**src/rtl/uart_pkg.sv**
```systemverilog
// Shared constants for the UART data-path blocks: default FIFO geometry and read-mode encodings.
package uart_pkg;
  localparam int UART_DATA_WIDTH = 8;
  localparam int UART_ADDR_WIDTH = 4;
  localparam int FIFO_MODE_FWFT  = 1;
  localparam int FIFO_MODE_REG   = 0;
endpackage

```
**src/rtl/fifo_mem.sv**
```systemverilog
// DEPTH x DATA_WIDTH storage array: one synchronous write port, one asynchronous read port.
module fifo_mem #(
  parameter int DATA_WIDTH = 8,
  parameter int ADDR_WIDTH = 4
) (
  input  logic                  clk,
  input  logic                  we,
  input  logic [ADDR_WIDTH-1:0] waddr,
  input  logic [DATA_WIDTH-1:0] wdata,
  input  logic [ADDR_WIDTH-1:0] raddr,
  output logic [DATA_WIDTH-1:0] rdata
);
  logic [DATA_WIDTH-1:0] r_mem [2**ADDR_WIDTH];

  always_ff @(posedge clk) begin
    if (we) r_mem[waddr] <= wdata;
  end

  assign rdata = r_mem[raddr];
endmodule

```
**src/rtl/level_fifo.sv**
```systemverilog
// Synchronous FIFO with fall-through or registered read, fill level, threshold flags,
// synchronous flush and sticky overflow/underflow flags.
module level_fifo
  import uart_pkg::*;
#(
  parameter int DATA_WIDTH = UART_DATA_WIDTH,
  parameter int ADDR_WIDTH = UART_ADDR_WIDTH,
  parameter int FWFT       = FIFO_MODE_FWFT,
  parameter int AF_THRESH  = 2**ADDR_WIDTH-2,
  parameter int AE_THRESH  = 2
) (
  input  logic                  clk,
  input  logic                  reset,
  input  logic                  clr,
  input  logic                  wr,
  input  logic [DATA_WIDTH-1:0] w_data,
  input  logic                  rd,
  output logic [DATA_WIDTH-1:0] r_data,
  output logic                  r_valid,
  output logic                  full,
  output logic                  empty,
  output logic                  almost_full,
  output logic                  almost_empty,
  output logic [ADDR_WIDTH:0]   level,
  output logic                  overflow,
  output logic                  underflow,
  input  logic                  err_clr
);
  localparam int DEPTH = 2**ADDR_WIDTH;
  localparam logic [ADDR_WIDTH:0]   LV_DEPTH = (ADDR_WIDTH+1)'(DEPTH);
  localparam logic [ADDR_WIDTH:0]   LV_AF    = (ADDR_WIDTH+1)'(AF_THRESH);
  localparam logic [ADDR_WIDTH:0]   LV_AE    = (ADDR_WIDTH+1)'(AE_THRESH);
  localparam logic [ADDR_WIDTH-1:0] PTR_ONE  = ADDR_WIDTH'(1);

  if (AF_THRESH < 1 || AF_THRESH > DEPTH || AE_THRESH < 0 || AE_THRESH > DEPTH-1 ||
      (FWFT != FIFO_MODE_FWFT && FWFT != FIFO_MODE_REG)) begin : g_bad_param
    $fatal(1, "level_fifo: AF_THRESH/AE_THRESH/FWFT out of range");
  end

  logic [ADDR_WIDTH-1:0] r_wptr, r_rptr;
  logic [ADDR_WIDTH:0]   r_level;
  logic                  r_ovf, r_udf;
  logic                  w_empty, w_full, w_rd_acc, w_wr_acc, w_set_ovf, w_set_udf;
  logic [DATA_WIDTH-1:0] w_mem_rdata;

  assign w_empty = (r_level == '0);
  assign w_full  = (r_level == LV_DEPTH);

  // Flush takes priority: nothing is accepted and no error is flagged in that cycle.
  assign w_rd_acc  = rd & ~w_empty & ~clr;
  assign w_wr_acc  = wr & (~w_full | w_rd_acc) & ~clr;
  assign w_set_ovf = wr & ~w_wr_acc & ~clr;
  assign w_set_udf = rd & w_empty & ~clr;

  fifo_mem #(
    .DATA_WIDTH(DATA_WIDTH),
    .ADDR_WIDTH(ADDR_WIDTH)
  ) u_mem (
    .clk  (clk),
    .we   (w_wr_acc),
    .waddr(r_wptr),
    .wdata(w_data),
    .raddr(r_rptr),
    .rdata(w_mem_rdata)
  );

  always_ff @(posedge clk or posedge reset) begin
    if (reset) begin
      r_wptr  <= '0;
      r_rptr  <= '0;
      r_level <= '0;
    end else if (clr) begin
      r_wptr  <= '0;
      r_rptr  <= '0;
      r_level <= '0;
    end else begin
      if (w_wr_acc) r_wptr <= r_wptr + PTR_ONE;
      if (w_rd_acc) r_rptr <= r_rptr + PTR_ONE;
      r_level <= r_level + (ADDR_WIDTH+1)'(w_wr_acc) - (ADDR_WIDTH+1)'(w_rd_acc);
    end
  end

  // A fresh error in the same cycle as err_clr keeps the flag set.
  always_ff @(posedge clk or posedge reset) begin
    if (reset) begin
      r_ovf <= 1'b0;
      r_udf <= 1'b0;
    end else begin
      r_ovf <= (r_ovf & ~err_clr) | w_set_ovf;
      r_udf <= (r_udf & ~err_clr) | w_set_udf;
    end
  end

  if (FWFT == FIFO_MODE_FWFT) begin : g_fwft
    assign r_data  = w_mem_rdata;
    assign r_valid = ~w_empty;
  end else begin : g_reg
    logic [DATA_WIDTH-1:0] r_rdata;
    logic                  r_rvalid;

    always_ff @(posedge clk or posedge reset) begin
      if (reset) begin
        r_rdata  <= '0;
        r_rvalid <= 1'b0;
      end else if (clr) begin
        r_rvalid <= 1'b0;
      end else begin
        r_rvalid <= w_rd_acc;
        if (w_rd_acc) r_rdata <= w_mem_rdata;
      end
    end

    assign r_data  = r_rdata;
    assign r_valid = r_rvalid;
  end

  assign level        = r_level;
  assign empty        = w_empty;
  assign full         = w_full;
  assign almost_full  = (r_level >= LV_AF);
  assign almost_empty = (r_level <= LV_AE);
  assign overflow     = r_ovf;
  assign underflow    = r_udf;
endmodule

```
**config.mk**
```make
export PLATFORM = sky130hd
export DESIGN_NAME = level_fifo
export DESIGN_NICKNAME = d
export VERILOG_FILES = /design/src/rtl/uart_pkg.sv /design/src/rtl/fifo_mem.sv /design/src/rtl/level_fifo.sv
export SDC_FILE = /design/constraint.sdc
export NUM_CORES = 1
export LEC_CHECK = 0
export BUFFER_PORTS_ARGS = -buffer_cell sky130_fd_sc_hd__buf_2
export CAP_MARGIN = 20
export CORE_MARGIN = 2
export CORE_UTILIZATION = 55
export DETAILED_ROUTE_END_ITERATION = 8
export PLACE_DENSITY = 0.84
export SYNTH_ARGS = -nofsm -noshare
export SYNTH_HDL_FRONTEND = slang
export SYNTH_SLANG_ARGS = --single-unit
export TNS_END_PERCENT = 10
```
**constraint.sdc**
```tcl
create_clock -name clk -period 4.6 [get_ports clk]
set_input_delay 0.69 -clock clk [delete_from_list [all_inputs] [get_ports clk]]
set_output_delay 0.69 -clock clk [all_outputs]
set_load 0.005 [all_outputs]
```
### Word-level counts from Yosys, hierarchy flattened

Memory sizes are Yosys's and may differ from the RTL's.
Cells that the tools add are included.

| word-level totals | value |
|---|---|
| input port bits | 14 |
| flip-flop bits (word level) | 15 |
| memories kept | 1 |
| ROM bits | 0 |
| memory bits (writable) | 128 |
| latch bits | 0 |

Memory list:

| name | depth | width | read ports | clocked after memory_dff | write ports | RTL line | source |
|---|---|---|---|---|---|---|---|
| u_mem.r_mem | 16 | 8 | 1 | 0 | 1 | fifo_mem.sv:13 | `logic [DATA_WIDTH-1:0] r_mem [2**ADDR_WIDTH];` |

| cells by class | value |
|---|---|
| $add $sub $neg | 4 |
| div/mod/pow operators | 0 |
| multipliers | 0 |
| shift-type cells | 0 |
| bitwise gates (word level) | 18 |
| mux-type cells | 7 |
| magnitude comparators | 2 |
| reduce and logical (&&, ||, !) cells | 3 |
| eq/ne operators | 1 |

Operator list:

| cell | number |
|---|---|
| 2-to-1 mux 4 bit | 4 |
| bitwise AND 1 bit | 10 |
| adder 4 x 1 -> 4 bit, second input constant | 2 |
| adder 5 x 1 -> 5 bit | 1 |
| equality test 5 bit, second input constant | 1 |
| >= comparator 5 x 4 -> 1 bit, second input constant | 1 |
| less-or-equal comparator 5 x 2 -> 1 bit, second input constant | 1 |
| zero test 5 bit | 1 |
| 2-to-1 mux 5 bit | 1 |
| NOT 1 bit | 5 |
| subtractor 5 x 1 -> 5 bit | 1 |
| nonzero test 2 bit | 2 |
| OR 1 bit | 3 |
| 2-to-1 mux 1 bit | 2 |

### Logic depth before layout (Yosys ltp)

Gate-level depths: netlist of run 1.

| logic depth | value |
|---|---|
| depth after elaboration | 11 |
| mapped depth | 15 |
| mapped depth without buffers | 15 |

### Hierarchy

Synthesis of run 1 repeated with hierarchy kept, for this count alone.

| second synthesis, totals | value |
|---|---|
| cells, all modules | 328 |
| area total of the unflattened synthesis | 6,023.3 µm² |

Modules (own cells, without submodules):

| module | cells an instance | area an instance (µm²) | sequential area each (µm²) | times used |
|---|---|---|---|---|
| fifo_mem | 221 | 4,987.3 | 3,843.7 | 1 |
| level_fifo | 107 | 1,036.0 | 375.4 | 1 |

### Worst setup path after synthesis of run 1

Ideal clock, no wire load.

| path | value |
|---|---|
| kind | reg2reg |
| start point | register r_level[2], in the netlist level[2] |
| end point | register r_level[4], in the netlist level[4] |
| setup time | 132 ps |
| slack | 1,786 ps |
| period minus slack after synthesis | 2,814 ps |
| path buffers | 1 |
| arrival | 2,682 ps |
| cell stages (with the launch flop) | 16 |
| cells stage by stage | dfrtp_1 inv_1 ha_1 or4b_1 buf_2 nand2_2 nor2_1 ha_1 inv_1 ha_1 inv_1 fa_1 o21bai_1 a21oi_1 xnor2_1 nor2_1 |

| between the ends | value |
|---|---|
| cells in the longest elaborated chain, start to end | 10 |

RTL lines:

| what | RTL line | source |
|---|---|---|
| from (decl) | level_fifo.sv:41 | `logic [ADDR_WIDTH:0] r_level;` |
| from (signal assigned) | level_fifo.sv:79 | `r_level <= r_level + (ADDR_WIDTH+1)'(w_wr_acc) - (ADDR_WIDTH+1)'(w_rd_acc);` |
| zero test 5 bit (*) | level_fifo.sv:46 | `assign w_empty = (r_level == '0);` |
| NOT 1 bit (*) | n/a |  |
| named net r_valid | level_fifo.sv:19 | `output logic r_valid,` |
| bitwise AND 1 bit (*) (2 in a row) | level_fifo.sv:50 | `assign w_rd_acc = rd & ~w_empty & ~clr;` |
| OR 1 bit | level_fifo.sv:51 | `assign w_wr_acc = wr & (~w_full \| w_rd_acc) & ~clr;` |
| bitwise AND 1 bit (2 in a row) | level_fifo.sv:51 |  |
| adder 5 x 1 -> 5 bit | level_fifo.sv:79 |  |
| subtractor 5 x 1 -> 5 bit (*) | level_fifo.sv:79 |  |
| 2-to-1 mux 5 bit (*) | level_fifo.sv:72 | `end else if (clr) begin` |

Mark *: on every way through the listed nets, which the timed path passes. The rest lies on a longest branch.
A chain may end at the register's enable or synchronous reset.

### Worst setup path after layout of run 1

| path | value |
|---|---|
| start point | register r_rptr[1] |
| end point | output r_data[7] |

| between the ends | value |
|---|---|
| cells in the longest elaborated chain, start to end | 1 |

RTL lines:

| what | RTL line | source |
|---|---|---|
| from (decl) | level_fifo.sv:40 | `logic [ADDR_WIDTH-1:0] r_wptr, r_rptr;` |
| from (signal assigned) | level_fifo.sv:78 | `if (w_rd_acc) r_rptr <= r_rptr + PTR_ONE;` |
| memory read (16 x 8 bit) | n/a |  |
| to (decl) | level_fifo.sv:18 | `output logic [DATA_WIDTH-1:0] r_data,` |

No other way between the ends.

==> reports/metrics.yaml, run 1 <==
synth:
  synthXorXnorAreaFrac_pct: 1.30
  synth_top_family_by_area: "multiplexers"
  ys_async_sr_fraction_pct: 10.5
  synth_cells: 359
  synth_nets: 390
  yosysUniqueCellTypes: 38
  synth_edf_count: 128
  synth_compound_area_share_pct: 6.26
  synthAdderAreaFrac_pct: 3.63
  syn_avg_cell_area_um2: 16.9
  synthMuxAreaShare_pct: 11.4
  yosysWarnings: 0
  yosys.area_share.simple_pct: 4.73
  synth_ff_type: "edfxtp_1"
  synth.yosys.seq_area_share_pct: 69.6
  syn_area_um2: 6060
  synth-seq-cells: 143
global_routing:
  grt_pass1_vias: 3479
  grt_max_degree: 22
  grt_usage_pct: 22.9
  grt_pass1_wl_mm: 19.3
  grt_overflow: 0
  grt_antenna_before_repair: 0
setup_path:
  cp-start-kind: "flop"
  cp_cell_sequence: "buf_4 -> and2_1 -> a221oi_1 -> o21ai_0 -> nand2_1 -> buf_2"
  crit_type: "flop to output pin"
  cp.arrival_ps: 2820
  critPathMaxStageDelay_ps: 830
  slowest_stage: "and2_1"
  end_kind: "output pin"
  required_ps: 3910
  cp_max_fo: 20
floorplanning:
  start_util_pct: 56.1
  die_w_um: 109
  ios: 34
  dieHeight_um: 109
  die_area_um2: 11900
  rows: 38
  coreArea_um2: 10800
cts:
  postCtsHoldBufs: 0
  cts-root-buf: "clkbuf_8"
  cts.sinks: 143
  path_clk_slew_ps: 60
  clock_latency_ps: 540
  post_cts_resized: 0
  post_cts_buffers: 0
  cts_tree: "yes"
  htree_levels: 4
  cts_buffers: 17
  cts_max_path_buffers: 2
cells_and_area:
  final_cell_mix: "128 x edfxtp_1, 33 x mux2i_1, 33 x buf_2"
  multi_input_area_um2: 1660
  seq_area_um2: 4220
  fillers: 696
  n_antenna_cell: 0
  area_delta_synth_final_pct: 13.9
  final-instance-count-excl-fill: 553
  nNetsFinal: 431
  drive_gt1_share_pct: 23.7
  final_common_cell: "edfxtp_1"
timing:
  fmax_mhz: 285
  setup_tns_ps: 0
  min_period_ps: 3510
  drv_slew: 0
  finalClockSkew_ps: 15.4
  finalHoldViolCount: 0
  tightest_slew_ps: 1010
  period_share_pct: 76.4
  rsz0062_at_grt: "no"
  setup_viol_count_final: 0
  holdWs_ps: 212
  max_slew_margin_pct: 32.5
job:
  maxCapViolCount: 0
power_and_ir_drop:
  p_per_area_nw_per_um2: 518
  p_leak_nw: 2.45
  peakVddDrop_mv: 0.270
status:
  status: "finished clean"
placement:
  dp_hpwl_mm: 7.66
  place_congestion: 0.779
  portBuffers: 33
  placed_cells: 521
detailed_routing:
  viasPerCell: 6.07
  antenna_left: 0
  wl_per_cell_um: 22.2
  drt_wl_total_mm: 12.3
  vias: 3354
  drtPass1Iterations: 5
  drt_iter0_drc: 483
  route.detailed.drc: 0
worst_hold_path:
  hold_class: "input port to async pin"
synth_stat cells, types with 6 or more instances:
| cell type | instances | area (um2) |
|---|---|---|
| a221oi_2 | 9 | 135 |
| a221oi_1 | 7 | 61.3 |
| nor2_1 | 24 | 90.1 |
| buf_2 | 6 | 30.0 |
| inv_1 | 16 | 60.1 |
| ha_1 | 16 | 200 |
| mux2i_1 | 33 | 330 |
| mux4_2 | 16 | 360 |
| dfrtp_1 | 15 | 375 |
| nand2_1 | 15 | 56.3 |
| edfxtp_1 | 128 | 3840 |
| o21ai_0 | 8 | 40.0 |
| a22oi_1 | 8 | 60.1 |
worst max-delay path, delay by kind of cell (launching register included):
| family | cells | cell delay, ps |
|---|---|---|
| AOI/OAI and AO/OA | 2 | 590 |
| buffers and inverters | 2 | 430 |
| DFF | 1 | 320 |
| and+or+nand+nor | 2 | 950 |
where the power goes:
part           internal, mW  switching (mW)  total, mW
clock                 0.773           0.518       1.29
combinational         0.363           0.392      0.755
sequential             1.46          0.0636       1.53
routing by layer:
| metal | up-vias | GRT usage, % | routed length, um |
|---|---|---|---|
| li1 | 1466 | - | - |
| met1 | 1681 | 30.3 | 4860 |
| met2 | 179 | 34.9 | 6060 |
| met3 | 28 | 6.04 | 1000 |
| met4 | 0 | 12.5 | 334 |
| met5 | - | 0 | 0 |
worst paths after layout:
kind,startpoint,to,slack [ps],depth (start not counted)
worst max-delay path,r_rptr[1],r_data[7],1090,6
min in group clk,err_clr,overflow,360,2
worst max register to register,level[2],level[4],1520,14
max in group asynchronous,reset,r_rptr[0],3980,2
worst min-delay path,reset,underflow,210,2
worst min register to register,overflow,overflow,530,2
cell type report:
class / instances / share of cell area (%)
clock buffer: 20 / 6.17
clock inverter: 12 / 1.96
inverter: 17 / 0.925
multi-input combinational: 180 / 24.0
sequential: 143 / 61.2
tap: 140 / 2.54
timing repair buffer: 41 / 3.26
cell families after synthesis:
| family | Yosys count |
|---|---|
| buffers and inverters | 36 |
| AND/OR/NAND/NOR | 60 |
| adder cells (fa/ha/maj) | 17 |
| multiplexers | 49 |
| AO/OA/AOI/OAI | 45 |
| flip-flops | 143 |
| XOR/XNOR | 9 |
registers in the layout, summed over array words and instances, names as in the netlist:
name	flops
u_mem.r_mem	128
r_rptr	4
underflow	1
level	5
overflow	1
r_wptr	4
through the flow:
step | setup WS [ps] | power, mW | util [%] | instance area [um2]
final | 1090 | 3.57 | 63.9 | 6900
after global routing | 970 | 3.71 | 63.9 | 6900
after CTS | 1050 | 3.60 | 63.9 | 6900
after detailed placement | 1540 | 2.31 | 58.7 | 6340
after global placement | 1660 | 2.28 | 58.7 | 6340
after floorplan | 1790 | 2.10 | - | 6060
(Power assumes the default switching activity.)
==> run 2: changes to the inputs <==
- PLACE_DENSITY: 0.84 -> 0.87
- clock period: 4.6 -> 2.9 ns (I/O delays scaled with it)
==> run 2 against run 1 <==
Hold slack worse by 100 ps. Worst setup slack worse by 960 ps. Non-clock buffer count increased by 24. Clock-buffer cell count is 1 lower. Critical path type is now flop to flop.
==> reports/metrics.yaml, run 2 (synthesized netlist as in run 1, its figures left out) <==
cells_and_area:
  final_cell_mix: "128 x edfxtp_1, 33 x mux2i_1, 33 x buf_2"
  utilization_pct: 66.6  # +2.7 points
  n_antenna_cell: 0  # unchanged
  largest_register_ffs: 128  # unchanged
  area_delta_synth_final_pct: 18.6
  stdcell_area_um2: 7190  # +4.2%
  final_common_cell: "edfxtp_1"
  drive_gt1_share_pct: 31.7  # +7.9 points
  nNetsFinal: 455  # +5.6%
  largest-register: "u_mem.r_mem"
  final-instance-count-excl-fill: 576  # +4.2%
floorplanning:
  ios: 34  # unchanged
  rows: 38  # unchanged
  die_area_um2: 11900  # unchanged
  die_w_um: 109  # unchanged
  dieHeight_um: 109  # unchanged
  start_util_pct: 56.1  # unchanged
  coreArea_um2: 10800  # unchanged
setup_path:
  cp.arrival_ps: 3180  # +360 ps
  cp-start-kind: "flop"
  crit_type: "flop to flop"
  end_kind: "flop"
  required_ps: 3300  # -610 ps
  cp_max_fo: 3  # -85%
detailed_routing:
  vias: 3430  # +2.3%
  drt_iter0_drc: 354  # -27%
  viasPerCell: 5.95  # -1.8%
  route.detailed.drc: 0  # unchanged
  antenna_left: 0  # unchanged
  drt_wl_total_mm: 13.3  # +8.3%
  wl_per_cell_um: 23.0  # +3.9%
  drtPass1Iterations: 5  # unchanged
timing:
  tightest_slew_ps: 630  # -379 ps
  drv_slew: 0  # unchanged
  holdWs_ps: 109  # -103 ps
  setup_tns_ps: 0  # unchanged
  finalHoldViolCount: 0  # unchanged
  finalClockSkew_ps: 7.72  # -7.67 ps
  period_share_pct: 95.8
  fin_ws_ps: 123  # -965 ps
  max_slew_margin_pct: 58.0  # +25 points
  fmax_mhz: 360
  setup_viol_count_final: 0  # unchanged
  rsz0062_at_grt: "yes"
  min_period_ps: 2780
global_routing:
  grt_antenna_before_repair: 0  # unchanged
  grt_pass1_wl_mm: 19.8  # +2.6%
  grt_pass1_vias: 3497  # +0.52%
  grt_usage_pct: 23.7  # +0.74 points
  grt_overflow: 0  # unchanged
  grt_max_degree: 33  # +50%
job:
  maxCapViolCount: 0  # unchanged
placement:
  placed_cells: 539  # +3.5%
  dp_hpwl_mm: 7.73  # +0.82%
  dp_slack_ps: -32.4  # -1570 ps
  portBuffers: 33  # unchanged
  placed_area_um2: 6490  # +2.3%
  place_congestion: 0.775  # -0.46%
cts:
  cts_buffers: 17  # unchanged
  htree_levels: 4  # unchanged
  cts.sinks: 143  # unchanged
  clock_latency_ps: 530  # about the same
  path_clk_slew_ps: 60  # about the same
  cts-root-buf: "clkbuf_8"
  cts_tree: "yes"
  cts_max_path_buffers: 2  # unchanged
power_and_ir_drop:
  p_per_area_nw_per_um2: 812  # +57%
  peakVddDrop_mv: 0.602  # +120%
  power_mw: 5.84  # +63%
  p_leak_nw: 2.60  # +6.3%
worst_hold_path:
  hold_class: "input port to flop"
status:
  status: "finished clean"
run 2: final timing paths:
check	from	to	slack, ps	depth (start not counted)
max in group asynchronous	reset	level[1]	1930	3
setup reg to reg	level[3]	level[4]	120	14
min in group asynchronous	reset	overflow	530	3
hold reg to reg	underflow	underflow	530	2
setup / recovery	level[3]	level[4]	120	14
hold / removal	err_clr	underflow	110	2
run 2: power by group:
| group | total, mW | switching, mW | internal [mW] |
|---|---|---|---|
| registers | 2.40 | 0.0786 | 2.33 |
| clock network | 2.06 | 0.835 | 1.23 |
| logic | 1.38 | 0.702 | 0.673 |
run 2: final cells by class:
type	count	area, um2
Fill cell	655	3600
Clock inverter	12	135
Sequential cell	143	4220
Tap cell	140	175
Timing Repair Buffer	65	424
Clock buffer	19	422
Inverter	17	63.8
Multi-Input combinational cell	180	1750
run 2: routing by layer:
layer	part of all wire (%)	global-route usage (%)	up-vias
met5	0	0	-
met4	2.3	8.70	0
met3	6.4	6.10	32
met2	50	38.4	162
met1	41	31.1	1724
li1	-	-	1512
run 2: timing repair:
item / 4_1_cts / 5_1_grt
gates resized for setup: 10 / 12
setup endpoints to repair: 9 / 9
buffers inserted: 0 / 5
hold buffers: 1 / 0
hold endpoints to repair: 15 / 0
pin swaps: 0 / 6
run 2: critical path, stage by stage (launching register included):
cell      delay [ps]
dfrtp_1          400
inv_2            100
ha_4             140
or4b_4           480
nand2_4           90
nor2_1            40
ha_1             270
inv_1             60
ha_2             170
inv_1             60
fa_2             370
o21bai_1         150
a21oi_1           90
xnor2_1          180
nor2_1            60
==> run 3: changes to the inputs <==
- ABC_AREA: unset -> 1
==> run 3 against run 2 <==
Synthesized area rose by 4.5%. Clock-buffer cell count fell by 2. Clock skew rose by 1.5 ps. First-iteration DRC count rose by 73%. Flip-flop and latch count did not move. Final cell count rose by 38%. Critical path depth fell by 6. Clock power rose by 6%. Fmax rose by 3.1%. Critical path type is now flop to output pin. Largest cell class unchanged.
==> reports/metrics.yaml, run 3 <==
global_routing:
  grt_usage_pct: 24.0  # +0.30 points
  grt_max_degree: 70  # +110%
  grt_pass1_wl_mm: 22.8  # +15%
  grt_pass1_vias: 4591  # +31%
  grt_overflow: 0  # unchanged
  grt_antenna_before_repair: 0  # unchanged
floorplanning:
  start_util_pct: 55.9  # -0.19 points
  die_w_um: 111  # +2.2%
  dieHeight_um: 111  # +2.2%
  die_area_um2: 12400  # +4.4%
  ios: 34  # unchanged
  rows: 39  # +2.6%
  coreArea_um2: 11300  # +4.9%
power_and_ir_drop:
  p_int_mw: 4.05  # -4.1%
  p_leak_nw: 2.93  # +13%
  power_mw: 5.89  # +0.84%
  peakVddDrop_mv: 0.620  # +3.0%
  switching_share_pct: 31.2  # +3.5 points
  comb_power_share_pct: 22.1  # -1.5 points
  p_switching_mw: 1.84  # +14%
  p_per_area_nw_per_um2: 816  # +0.47%
  clkPwrFrac_pct: 37.1  # +1.8 points
  seq_power_share_pct: 40.7  # -0.5 points
cts:
  htree_levels: 4  # unchanged
  cts_buffers: 17  # unchanged
  cts_max_path_buffers: 2  # unchanged
  clock_latency_ps: 420  # -110 ps
  postCtsHoldBufs: 0  # -1
  path_clk_slew_ps: 70  # about the same
  cts.sinks: 143  # unchanged
  cts-root-buf: "clkbuf_16"
  cts_tree: "yes"
setup_path:
  end_kind: "output pin"
  slowest_stage: "buf_4"
  crit_family: "simple AND/OR/NAND/NOR gates"
  crit_buf_inv: 2  # -1
  cpMostUsedCell: "nand2_1"
  cp_max_fo: 69  # +66
  required_ps: 2470  # -830 ps
  critPathMaxStageDelay_ps: 570  # +90 ps
  ff2ff_setup_slack_ps: 250  # +130 ps
  cp.arrival_ps: 2260  # -920 ps
  cp_cell_sequence: "buf_4 -> nand2_1 -> nand2_1 -> a21oi_1 -> nor2_1 -> nand2_1 -> nand2_1 -> buf_2"
  cp-start-kind: "flop"
  crit_type: "flop to output pin"
detailed_routing:
  drtPass1Iterations: 6  # +1
  drt_iter0_drc: 611  # +73%
  wl_per_cell_um: 18.1  # -21%
  antenna_left: 0  # unchanged
  drt_wl_total_mm: 14.4  # +8.9%
  route.detailed.drc: 0  # unchanged
  vias: 4576  # +33%
  viasPerCell: 5.74  # -3.6%
job:
  maxCapViolCount: 0  # unchanged
timing:
  max_slew_margin_pct: 41.2  # -17 points
  finalHoldViolCount: 0  # unchanged
  period_share_pct: 92.8  # -2.9 points
  setup_viol_count_final: 0  # unchanged
  tightest_slew_ps: 879  # +250 ps
  fin_ws_ps: 207  # +84.5 ps
  drv_slew: 0  # unchanged
  min_period_ps: 2690  # -84.5 ps
  finalClockSkew_ps: 9.26  # +1.54 ps
  fmax_mhz: 371  # +3.1%
cells_and_area:
  utilization_pct: 63.7  # -2.9 points
  fillers: 824  # +26%
  area_delta_synth_final_pct: 13.9
  final_common_cell: "nand2_1"
  n_antenna_cell: 0  # unchanged
  drive_gt1_share_pct: 13.5  # -18 points
  largest-register: "u_mem.r_mem"
  nNetsFinal: 672  # +48%
  final_cell_mix: "206 x nand2_1, 128 x edfxtp_1, 75 x nor2_1"
  largest_register_ffs: 128  # unchanged
synth:
  ys_async_sr_fraction_pct: 10.5  # unchanged
  synth_ff_type: "edfxtp_1"
  synth_most_common_cell: "nand2_1"
  netlist.area_leader.share_pct: 60.7  # -2.8 points
  synth_common_cells: "207 x nand2_1, 128 x edfxtp_1, 75 x nor2_1"
  syn_avg_cell_area_um2: 10.5  # -38%
  syn_area_um2: 6330  # +4.5%
  synth_area_leader_cell: "edfxtp_1"
  synth.area.top_cells: "edfxtp_1 61%, nand2_1 12%, dfrtp_1 5.9%"
  synth_cells: 604  # +68%
  synth-seq-cells: 143  # unchanged
  yosysUniqueCellTypes: 25  # -34%
  synth.yosys.seq_area_share_pct: 66.6  # -3.0 points
  synth_edf_count: 128  # unchanged
  synth_nets: 635  # +63%
  yosysWarnings: 0  # unchanged
placement:
  place_congestion: 0.874  # +13%
  dp_hpwl_mm: 8.73  # +13%
  portBuffers: 33  # unchanged
  dp_slack_ps: 180  # +213 ps
worst_hold_path:
  hold_class: "input port to async pin"
status:
  status: "finished clean"
==> run 3: cell types whose count changed in the layout (fill, tap and decap cells not counted), sizes merged, moves of 8 or more <==
| cell | previous run | this run |
|---|---|---|
| o21ai | 9 | 20 |
| a22oi | 8 | 0 |
| nand2 | 16 | 208 |
| nor2 | 24 | 76 |
| mux4 | 16 | 0 |
| mux2i | 33 | 0 |
| a21oi | 5 | 19 |
| buf | 64 | 43 |
| a221oi | 16 | 0 |
| inv | 21 | 38 |
| nand3 | 2 | 51 |
==> run 3: worst paths after layout <==
kind                       startpoint        end  cells past startpoint
max reg2reg                  level[2]   level[4]                     16
max                         r_rptr[0]  r_data[4]                      8
max in group asynchronous       reset  r_rptr[0]                      2
min in group clk                  clr   level[0]                      2
min                             reset   level[3]                      2
min reg2reg                  overflow   overflow                      2
==> run 3: metal layers <==
layer  track usage [%]  share of wire, %  vias to the layer above
met5                 0                 0                        -
met4              11.1               2.6                        0
met3              5.80               6.9                       33
met2              40.6                51                      217
met1              29.3                40                     2222
li1                  -                 -                     2104
==> run 3: per-stage QoR <==
step / TNS (ps) / area (um2) / instances / hold slack, ps
floorplan: 0 / 6330 / 604 / 336
global placement: 0 / 6600 / 765 / 464
detailed placement: 0 / 6600 / 765 / 496
CTS: 0 / 7200 / 797 / 81.4
global route: -4.38 / 7210 / 797 / 136
finish: 0 / 7210 / 797 / 81.1
==> run 3: logic make-up (layout without fill, tap and decap cells) <==
| logic type | count (synthesis) | in the layout | share of synthesized area, % |
|---|---|---|---|
| flops | 143 | 143 | 66.6 |
| simple gates | 346 | 346 | 22.2 |
| xor+xnor | 2 | 2 | 0.277 |
| buf+inv | 57 | 107 | 4.35 |
| compound gates | 39 | 39 | 3.08 |
| fa+ha+maj | 17 | 17 | 3.48 |
==> run 3: repair_timing <==
| action | CTS | global route |
|---|---|---|
| buffers inserted | 0 | 0 |
| gates resized for setup | 0 | 5 |
| setup endpoints to repair | 0 | 2 |
==> run 3: power groups by stage <==
stage                     Combinational (mW)  Clock (mW)  Sequential [mW]
after floorplan                        0.903           0             2.42
after detailed placement                1.25           0             2.44
final                                   1.30        2.19             2.40
after CTS                               1.27        2.20             2.39
after global routing                    1.45        2.29             2.41
after global placement                  1.19           0             2.42
==> run 3: final cells by class <==
cell class              count  area [um2]  area share (%)
clock inverters            15         176            2.45
clock buffers              17         425            5.90
inverters                  32         123            1.70
multi-input cells         404        1850            25.6
well taps                 143         179            2.48
flip-flops and latches    143        4220            58.5
repair buffers             43         240            3.33
